===== config.mk =====
export PLATFORM = sky130hd
export DESIGN_NAME = keypad_scan_ctrl
export DESIGN_NICKNAME = d
export VERILOG_FILES = /design/src/rtl/keypad_scan_ctrl.sv
export SDC_FILE = /design/constraint.sdc
export NUM_CORES = 1
export LEC_CHECK = 0
export ABC_AREA = 1
export CORE_MARGIN = 5
export CORE_UTILIZATION = 40
export CTS_BUF_LIST = sky130_fd_sc_hd__clkbuf_2 sky130_fd_sc_hd__clkbuf_4 sky130_fd_sc_hd__clkbuf_8
export DETAILED_ROUTE_END_ITERATION = 8
export PLACE_DENSITY = 0.58
export SYNTH_ARGS = -nofsm -noshare
export SYNTH_HDL_FRONTEND = slang
export SYNTH_SLANG_ARGS = --single-unit

===== constraint.sdc =====
create_clock -name clk -period 3.77 [get_ports clk]
set_input_delay 0.377 -clock clk [delete_from_list [all_inputs] [get_ports clk]]
set_output_delay 0.377 -clock clk [all_outputs]
set_load 0.02 [all_outputs]

===== src/rtl/keypad_scan_ctrl.sv =====
// keypad_scan_ctrl: 4x4 keypad column scanner with whole-scan debounce,
// single-key press events and a 4-deep valid/ready output FIFO.
module keypad_scan_ctrl #(
  parameter int SETTLE_CYCLES  = 4,
  parameter int DEBOUNCE_SCANS = 2
) (
  input  logic       clk,
  input  logic       rst_n,
  input  logic       enable,
  input  logic [3:0] rows,
  output logic [3:0] cols,
  output logic [3:0] key_code,
  output logic       key_valid,
  input  logic       key_ready,
  output logic       key_held,
  output logic       multi_key,
  output logic       overflow,
  input  logic       ovf_clr,
  output logic [2:0] fifo_count
);
  localparam int DW = $clog2(SETTLE_CYCLES);
  localparam int SW = $clog2(DEBOUNCE_SCANS + 1);
  localparam logic [DW-1:0] DWELL_LAST = DW'(SETTLE_CYCLES - 1);
  localparam logic [SW-1:0] STABLE_MAX = SW'(DEBOUNCE_SCANS);

  typedef enum logic {IDLE, DRIVE} state_t;
  state_t        r_state, w_state_nx;
  logic [1:0]    r_col, w_col_nx;
  logic [DW-1:0] r_dwell, w_dwell_nx;
  logic          w_sample, w_scan_done;

  always_ff @(posedge clk or negedge rst_n)
    if (!rst_n) begin
      r_state <= IDLE;
      r_col   <= '0;
      r_dwell <= '0;
    end else begin
      r_state <= w_state_nx;
      r_col   <= w_col_nx;
      r_dwell <= w_dwell_nx;
    end

  always_comb begin
    w_state_nx = r_state;
    w_col_nx   = r_col;
    w_dwell_nx = r_dwell;
    w_sample   = 1'b0;
    if (!enable) begin
      w_state_nx = IDLE;
      w_col_nx   = '0;
      w_dwell_nx = '0;
    end else if (r_state == IDLE) begin
      w_state_nx = DRIVE;
    end else if (r_dwell == DWELL_LAST) begin
      w_sample   = 1'b1;
      w_col_nx   = r_col + 2'd1;
      w_dwell_nx = '0;
    end else
      w_dwell_nx = r_dwell + DW'(1);
  end

  assign cols        = (r_state == DRIVE) ? 4'b0001 << r_col : 4'h0;
  assign w_scan_done = w_sample && (r_col == 2'd3);

  // columns 0..2 shift in from the top, so column 3 completes the snapshot live
  logic [11:0]   r_snap;
  logic [15:0]   r_prev, r_deb, w_new;
  logic [SW-1:0] r_stable, w_stable_nx;
  logic          w_load, w_onehot, r_push;
  logic [3:0]    w_idx, r_push_code;

  assign w_new       = {rows, r_snap};
  assign w_stable_nx = (w_new != r_prev) ? SW'(1) : (r_stable == STABLE_MAX) ? r_stable : r_stable + SW'(1);
  assign w_load      = w_scan_done && (w_stable_nx == STABLE_MAX);
  assign w_onehot    = (w_new != 16'h0) && ((w_new & (w_new - 16'h1)) == 16'h0);

  always_comb begin
    w_idx = 4'h0;
    for (int i = 0; i < 16; i++) if (w_new[i]) w_idx = 4'(i);
  end

  always_ff @(posedge clk or negedge rst_n)
    if (!rst_n) begin
      r_snap      <= '0;
      r_prev      <= '0;
      r_stable    <= '0;
      r_deb       <= '0;
      r_push      <= 1'b0;
      r_push_code <= '0;
    end else if (!enable) begin
      r_snap   <= '0;
      r_prev   <= '0;
      r_stable <= '0;
      r_deb    <= '0;
      r_push   <= 1'b0;
    end else begin
      r_push      <= w_load && (r_deb == 16'h0) && w_onehot;
      r_push_code <= w_idx;
      if (w_sample) r_snap <= {rows, r_snap[11:4]};
      if (w_scan_done) begin
        r_prev   <= w_new;
        r_stable <= w_stable_nx;
      end
      if (w_load) r_deb <= w_new;
    end

  assign key_held  = |r_deb;
  assign multi_key = (r_deb & (r_deb - 16'h1)) != 16'h0;

  logic [3:0] r_mem [4];
  logic [1:0] r_wr, r_rd;
  logic [2:0] r_count;
  logic       r_ovf, w_pop, w_full, w_wr;

  assign w_pop  = key_valid && key_ready;
  assign w_full = r_count == 3'd4;
  assign w_wr   = r_push && (!w_full || w_pop);

  always_ff @(posedge clk or negedge rst_n)
    if (!rst_n) begin
      for (int i = 0; i < 4; i++) r_mem[i] <= '0;
      r_wr    <= '0;
      r_rd    <= '0;
      r_count <= '0;
      r_ovf   <= 1'b0;
    end else begin
      if (w_wr) begin
        r_mem[r_wr] <= r_push_code;
        r_wr        <= r_wr + 2'd1;
      end
      if (w_pop) r_rd <= r_rd + 2'd1;
      r_count <= r_count + {2'b00, w_wr} - {2'b00, w_pop};
      r_ovf   <= (r_push && w_full && !w_pop) || (r_ovf && !ovf_clr);
    end

  assign key_code   = r_mem[r_rd];
  assign key_valid  = r_count != 3'd0;
  assign fifo_count = r_count;
  assign overflow   = r_ovf;
endmodule


# [Word level (Yosys, flattened, before mapping)]
# Index checks and enable logic that the tools add are counted.
[word_totals] output_inout_bits=15 reg_bits=80 elab_cells=111 inputBits=9
[op_classes] muxes=43 shift=1 eq_ne=11 n_reduce_logical=23 n_bitwise=4 addsub=9 n_lt_le_gt_ge=3
[ops] op="two-way mux 4 bit" count=18
[ops] op="two-way mux 16 bit" count=4
[ops] op="AND 16 bit" count=2
[ops] op="logical NOT 16 bit" count=2
[ops] op="nonzero test 16 bit" count=2
[ops] op="subtractor 16 x 1 -> 16 bit (second input constant)" count=2
[ops] op="two-way mux 12 bit" count=2
[ops] op="two-way mux 2 bit" count=10
[ops] op="bitwise mux 16 bit" count=1
[ops] op="!= test 16 bit" count=1
[ops] op="OR reduction 16 bit" count=1
[ops] op="logical AND 1 bit" count=11
[ops] op="adder 2 x 1 -> 2 bit (second input constant)" count=5
[ops] op="!= test 2 x 1 -> 1 bit (second input constant)" count=5
[ops] op="binary-select mux 4 bit (select 2 bit)" count=1
[ops] op="demux 4 bit (select 2 bit)" count=1
[ops] op="== test 2 bit (second input constant)" count=4
[ops] op=">= comparator 3 bit (second input constant)" count=2
[ops] op="two-way mux 1 bit" count=6
[ops] op="inverter 2 -> 3 bit" count=2
[ops] op="<< shifter 1 x 2 -> 4 bit (first input constant)" count=1
[ops] op="adder 3 x 1 -> 3 bit" count=1
[ops] op="== test 3 bit (second input constant)" count=1
[ops] op="logical NOT 1 bit" count=3
[ops] op="other kinds (5)" count=6

# [Longest topological paths before layout]
[depth] ltp_word=15 ltp_mapped=15 depth_no_buf=15

# [Least setup slack after synthesis]
# No wires, ideal clock.
[synth_path] kind="reg2reg" start="register r_count[1] (netlist: fifo_count[1])" end="register r_count[2] (netlist: fifo_count[2])" path_buffers=0 setup_time_ns=0.123 path_stages_with_launch=9 synth_period_minus_slack_ns=1.990 arrival_ns=1.867 slack_ns=1.780 cell_sequence="dfrtp_1 > inv_1 > a31oi_1 > ha_1 > inv_1 > ha_1 > inv_1 > fa_1 > xnor2_1"
[synth_between] elab_chain_len=6 elab_cells_between_ends=8
[synth_rtl] item="start: declaration" line="112" source="logic [2:0] r_count;"
[synth_rtl] item="start signal: assignment" line="132" source="r_count <= r_count + {2'b00, w_wr} - {2'b00, w_pop};"
[synth_rtl] item="nonzero test 3 bit *" line="137" source="assign key_valid = r_count != 3'd0;"
[synth_rtl] item="logical AND 1 bit *" line="115" source="assign w_pop = key_valid && key_ready;"
[synth_rtl] item="net w_pop" line="113" source="logic r_ovf, w_pop, w_full, w_wr;"
[synth_rtl] item="logical OR 1 bit" line="117" source="assign w_wr = r_push && (!w_full || w_pop);"
[synth_rtl] item="logical AND 1 bit" line="117"
[synth_rtl] item="adder 3 x 1 -> 3 bit" line="132"
[synth_rtl] item="subtractor 3 x 1 -> 3 bit *" line="132"
# Mark *: on every way through the listed nets, which the timed path passes. The rest lies on a longest branch.
# A chain may end at the register's enable or synchronous reset.

# [Final worst setup path]
[layout_path] start="register r_deb[1]" end="output port multi_key"
[layout_between] elab_chain_len=3
[layout_rtl] item="start: declaration" line="67" source="logic [15:0] r_prev, r_deb, w_new;"
[layout_rtl] item="start signal: assignment" line="104" source="if (w_load) r_deb <= w_new;"
[layout_rtl] item="subtractor 16 x 1 -> 16 bit" line="108" source="assign multi_key = (r_deb & (r_deb - 16'h1)) != 16'h0;"
[layout_rtl] item="AND 16 bit *" line="108"
[layout_rtl] item="nonzero test 16 bit *" line="108"
[layout_rtl] item="end: declaration" line="16" source="output logic multi_key,"
# Every way passes the cells marked *; elsewhere a longest branch is shown, timed or not.

==> run metrics <==
Maximum Capacitance Violations 0; count of H-tree levels built during CTS 3; final std cell area, no fill between 4000 and 5000 um^2; Reg clk slew, reported paths ~0.080 ns; Longest Clk Path Bufs 2; count of unresolved DRC violations after routing 0; CP arrival around 2.4 ns; clock buffer count from CTS 9; R2R cell count 10; post-CTS setup buffers 0; row count 37; Port Buffer Count 23; clock insertion delay at the later pin of the skew report between 0.3 and 0.4 ns; area delta synth->final 13.0%; GP Congestion between 0.8 and 0.9; startpoint kind of the worst setup timing path flop; post-DP HPWL 6.23 mm; setup TNS 0 ns; unrepaired setup endpoints after global routing false; static power due to leakage roughly 2.3 nW; kind of end point of the critical path output port; number of synthesized register bits 80; post-DR wirelength/cell 14.3 um; number of antenna violations at the first check in global routing 0; floorplan die area between 10000 and 15000 um^2; initial drt markers between 150 and 200; aggregate routed wire length 8.84 mm; data required time at the worst endpoint approximately 3.4 ns; cells along the critical path inv_1 > nand2_1 > nor2_2 > nand2_2 > nor2_4 > nand2_1 > maj3_1 > nor2_1 > nand3_1 > clkdlybuf4s50_1; FF-to-FF Start r_dwell[0]; Avg Vias per Cell 5.03; total number of cells along the worst setup path 10; placeable core region roughly 10000 um^2; starting density of the core 0.407; pwr dens 432 nW/um^2; Critical path buffers and inverters 2; critical path launch point r_deb[1]; clock tree from TritonCTS done; most prevalent standard cell on the critical path sky130_fd_sc_hd__nand2_1; Die Height around 110 um; number of distinct library cells after synthesis 37; Synth Net Count between 400 and 500; R2R Path End r_push; gate count of the mapped netlist 458; Crit Path Max Fanout 3; Hold Fails Final Rpt 0; clk sinks 80; final period utilization 0.725; drt pass-1 iters 4; GR Util All Layers 0.150; final setup violation count 0; remaining antenna violation count 0; global-route wire length before repair around 15 mm; synthesis warning total 0; final layout net count 502; synthesized area divided by synthesized cell count ~9.1 um^2; horizontal die dimension ~110 um; total gr overflow 0; fmax ~0.37 GHz; relative max-transition margin 0.309; cells resized by post-CTS repair 0; count of hold buffers inserted by post-cts repair 0; status complete, no violations; minimum setup slack among reg-to-reg paths 1.56 ns; library cell contributing the largest single delay on the critical path sky130_fd_sc_hd__clkdlybuf4s50_1; sequential cell area fraction in the yosys report 0.479; largest delay contributor family on the critical path simple AND/OR/NAND/NOR gates; clock period minus worst slack 2.73 ns; max incr delay on CP around 0.55 ns; Worst Path Class, Setup flop to output port; Post-Synthesis Cell Area roughly 4200 um^2; maximum resistive drop on vdd about 0.21 mV; Post-DP Area about 4500 um^2; transition time at the pin with the least slew margin between 1 and 1.5 ns; final slew viol count 0; n_diodes 0; Clock Tree Root sky130_fd_sc_hd__clkbuf_8; DR vias between 3000 and 4000; worst hold path class input port to async pin; Setup Skew just over 0.009 ns; Worst setup endpoint multi_key; vias in the first global route 3129; number of primary I/O pins 24; proportion of layout cells with a drive suffix above 1 0.159; largest net degree at the start of global routing between 80 and 90
==> final cells by class <==
type                            instances  area [um^2]
Fill cell                             986         5550
Sequential cell                        80         2000
Multi-Input combinational cell        306         1880
Timing Repair Buffer                   25          243
Inverter                               58          220
Tap cell                              136          170
Clock buffer                           10          131
Clock inverter                          5         82.6
==> sequential cells by signal, summed over array words and instances, names as in the netlist <==
register and count:
r_stable 2, r_wr 2, r_prev 16, r_mem 16, r_push_code 4, r_state 1, r_rd 2, fifo_count 3
r_push 1, r_dwell 2, r_snap 12, r_col 2, overflow 1, r_deb 16
==> placed cells by master, fill, tap and decap left out, types with 3 or more instances in the layout <==
cell type / synthesis / routed
sky130_fd_sc_hd__xnor2_1: 3 / 3
sky130_fd_sc_hd__buf_4: 2 / 3
sky130_fd_sc_hd__o22ai_1: 21 / 21
sky130_fd_sc_hd__dfrtp_1: 80 / 80
sky130_fd_sc_hd__clkinvlp_4: 0 / 3
sky130_fd_sc_hd__clkdlybuf4s50_1: 0 / 22
sky130_fd_sc_hd__nor2_4: 3 / 3
sky130_fd_sc_hd__nand2_2: 3 / 3
sky130_fd_sc_hd__clkbuf_8: 0 / 9
sky130_fd_sc_hd__mux2_2: 16 / 16
sky130_fd_sc_hd__o21ai_2: 15 / 15
sky130_fd_sc_hd__a21oi_1: 8 / 8
sky130_fd_sc_hd__nor2_2: 6 / 6
sky130_fd_sc_hd__nand3_1: 29 / 29
sky130_fd_sc_hd__o21ai_0: 34 / 34
sky130_fd_sc_hd__inv_1: 53 / 53
sky130_fd_sc_hd__xor2_1: 16 / 16
sky130_fd_sc_hd__nand2_1: 66 / 66
sky130_fd_sc_hd__inv_2: 4 / 4
sky130_fd_sc_hd__ha_1: 12 / 12
sky130_fd_sc_hd__nand3_2: 9 / 9
sky130_fd_sc_hd__nor2_1: 48 / 48
==> cell families (layout without fill, tap and decap cells) <==
logic type	after synthesis	in the layout	synth area share
and+or+nand+nor	170	170	0.194
AOI/OAI and AO/OA	85	85	0.124
DFF	80	80	0.479
buffers and inverters	72	98	0.0730
xor gates and xnor gates	19	19	0.0398
muxes	17	17	0.0455
adders and majority gates	15	15	0.0455
==> worst reg2reg max path: stages (launching register included) <==
cell	delay, ns
sky130_fd_sc_hd__dfrtp_1	0.37
sky130_fd_sc_hd__ha_1	0.17
sky130_fd_sc_hd__nand2_2	0.08
sky130_fd_sc_hd__nor2_4	0.13
sky130_fd_sc_hd__nand2_2	0.05
sky130_fd_sc_hd__buf_4	0.22
sky130_fd_sc_hd__nor2_2	0.18
sky130_fd_sc_hd__nand4_4	0.50
sky130_fd_sc_hd__nor2_1	0.26
sky130_fd_sc_hd__nand2_1	0.10
sky130_fd_sc_hd__nor2_1	0.08
==> cell usage after synthesis <==
cell type	count	area (um^2)
sky130_fd_sc_hd__nor2_4	3	33.8
sky130_fd_sc_hd__o21ai_0	34	170
sky130_fd_sc_hd__xnor2_1	3	26.3
sky130_fd_sc_hd__buf_2	2	10.0
sky130_fd_sc_hd__nand4_1	1	6.26
sky130_fd_sc_hd__nor2_2	6	37.5
sky130_fd_sc_hd__nand3_2	9	90.1
sky130_fd_sc_hd__o22ai_1	21	131
sky130_fd_sc_hd__nand4_4	1	21.3
sky130_fd_sc_hd__inv_2	4	15.0
sky130_fd_sc_hd__nand3_1	29	145
sky130_fd_sc_hd__mux2i_1	1	10.0
sky130_fd_sc_hd__o221ai_1	1	8.76
sky130_fd_sc_hd__a21boi_0	1	7.51
sky130_fd_sc_hd__clkbuf_1	6	22.5
sky130_fd_sc_hd__mux2_2	16	180
sky130_fd_sc_hd__a21oi_1	8	40.0
sky130_fd_sc_hd__o21ai_2	15	131
sky130_fd_sc_hd__inv_4	1	6.26
sky130_fd_sc_hd__buf_1	1	3.75
sky130_fd_sc_hd__fa_1	1	20.0
sky130_fd_sc_hd__o31ai_1	1	7.51
sky130_fd_sc_hd__buf_4	2	15.0
sky130_fd_sc_hd__nor3b_2	1	12.5
sky130_fd_sc_hd__nor3_1	2	10.0
sky130_fd_sc_hd__nand2_2	3	18.8
sky130_fd_sc_hd__a31oi_1	2	12.5
sky130_fd_sc_hd__o21ai_1	2	10.0
sky130_fd_sc_hd__nor2_1	48	180
sky130_fd_sc_hd__xor2_1	16	140
sky130_fd_sc_hd__or2_1	1	6.26
sky130_fd_sc_hd__ha_1	12	150
sky130_fd_sc_hd__buf_6	3	33.8
sky130_fd_sc_hd__dfrtp_1	80	2000
sky130_fd_sc_hd__maj3_1	2	20.0
sky130_fd_sc_hd__nand2_1	66	248
sky130_fd_sc_hd__inv_1	53	199
==> worst min path at each step <==
stage / startpoint / to / cells past startpoint
global placement: r_mem[11] / r_mem[11] / 1
global route: rst_n / r_deb[0] / 1
CTS: rst_n / r_deb[2] / 1
finish: rst_n / r_deb[2] / 1
detailed placement: r_mem[8] / r_mem[8] / 1
floorplan: rst_n / fifo_count[0] / 0
==> routing by layer <==
layer | track usage | vias up | share of wire
met2 | 0.234 | 47 | 0.46
met5 | 0 | - | 0
met1 | 0.210 | 1519 | 0.49
li1 | - | 1540 | -
met4 | 0.0401 | 0 | 0.017
met3 | 0.0383 | 13 | 0.038
==> power by group <==
group | switching, mW | total, mW | internal [mW]
clock | 0.305 | 0.682 | 0.377
sequential | 0.0534 | 0.947 | 0.894
combinational | 0.233 | 0.411 | 0.178
total | 0.592 | 2.04 | 1.45
==> stage by stage <==
step	power (mW)	setup slack, ns	hold WS [ns]	util	instances
after floorplan	1.20	1.78	0.0814	-	458
after global placement	1.38	1.22	0.487	0.439	605
after detailed placement	1.38	1.16	0.490	0.439	605
after CTS	2.07	0.988	0.231	0.460	620
after global routing	2.15	0.796	0.289	0.460	620
final	2.04	1.04	0.177	0.460	620
No activity file was read; power rests on OpenSTA's default activity.
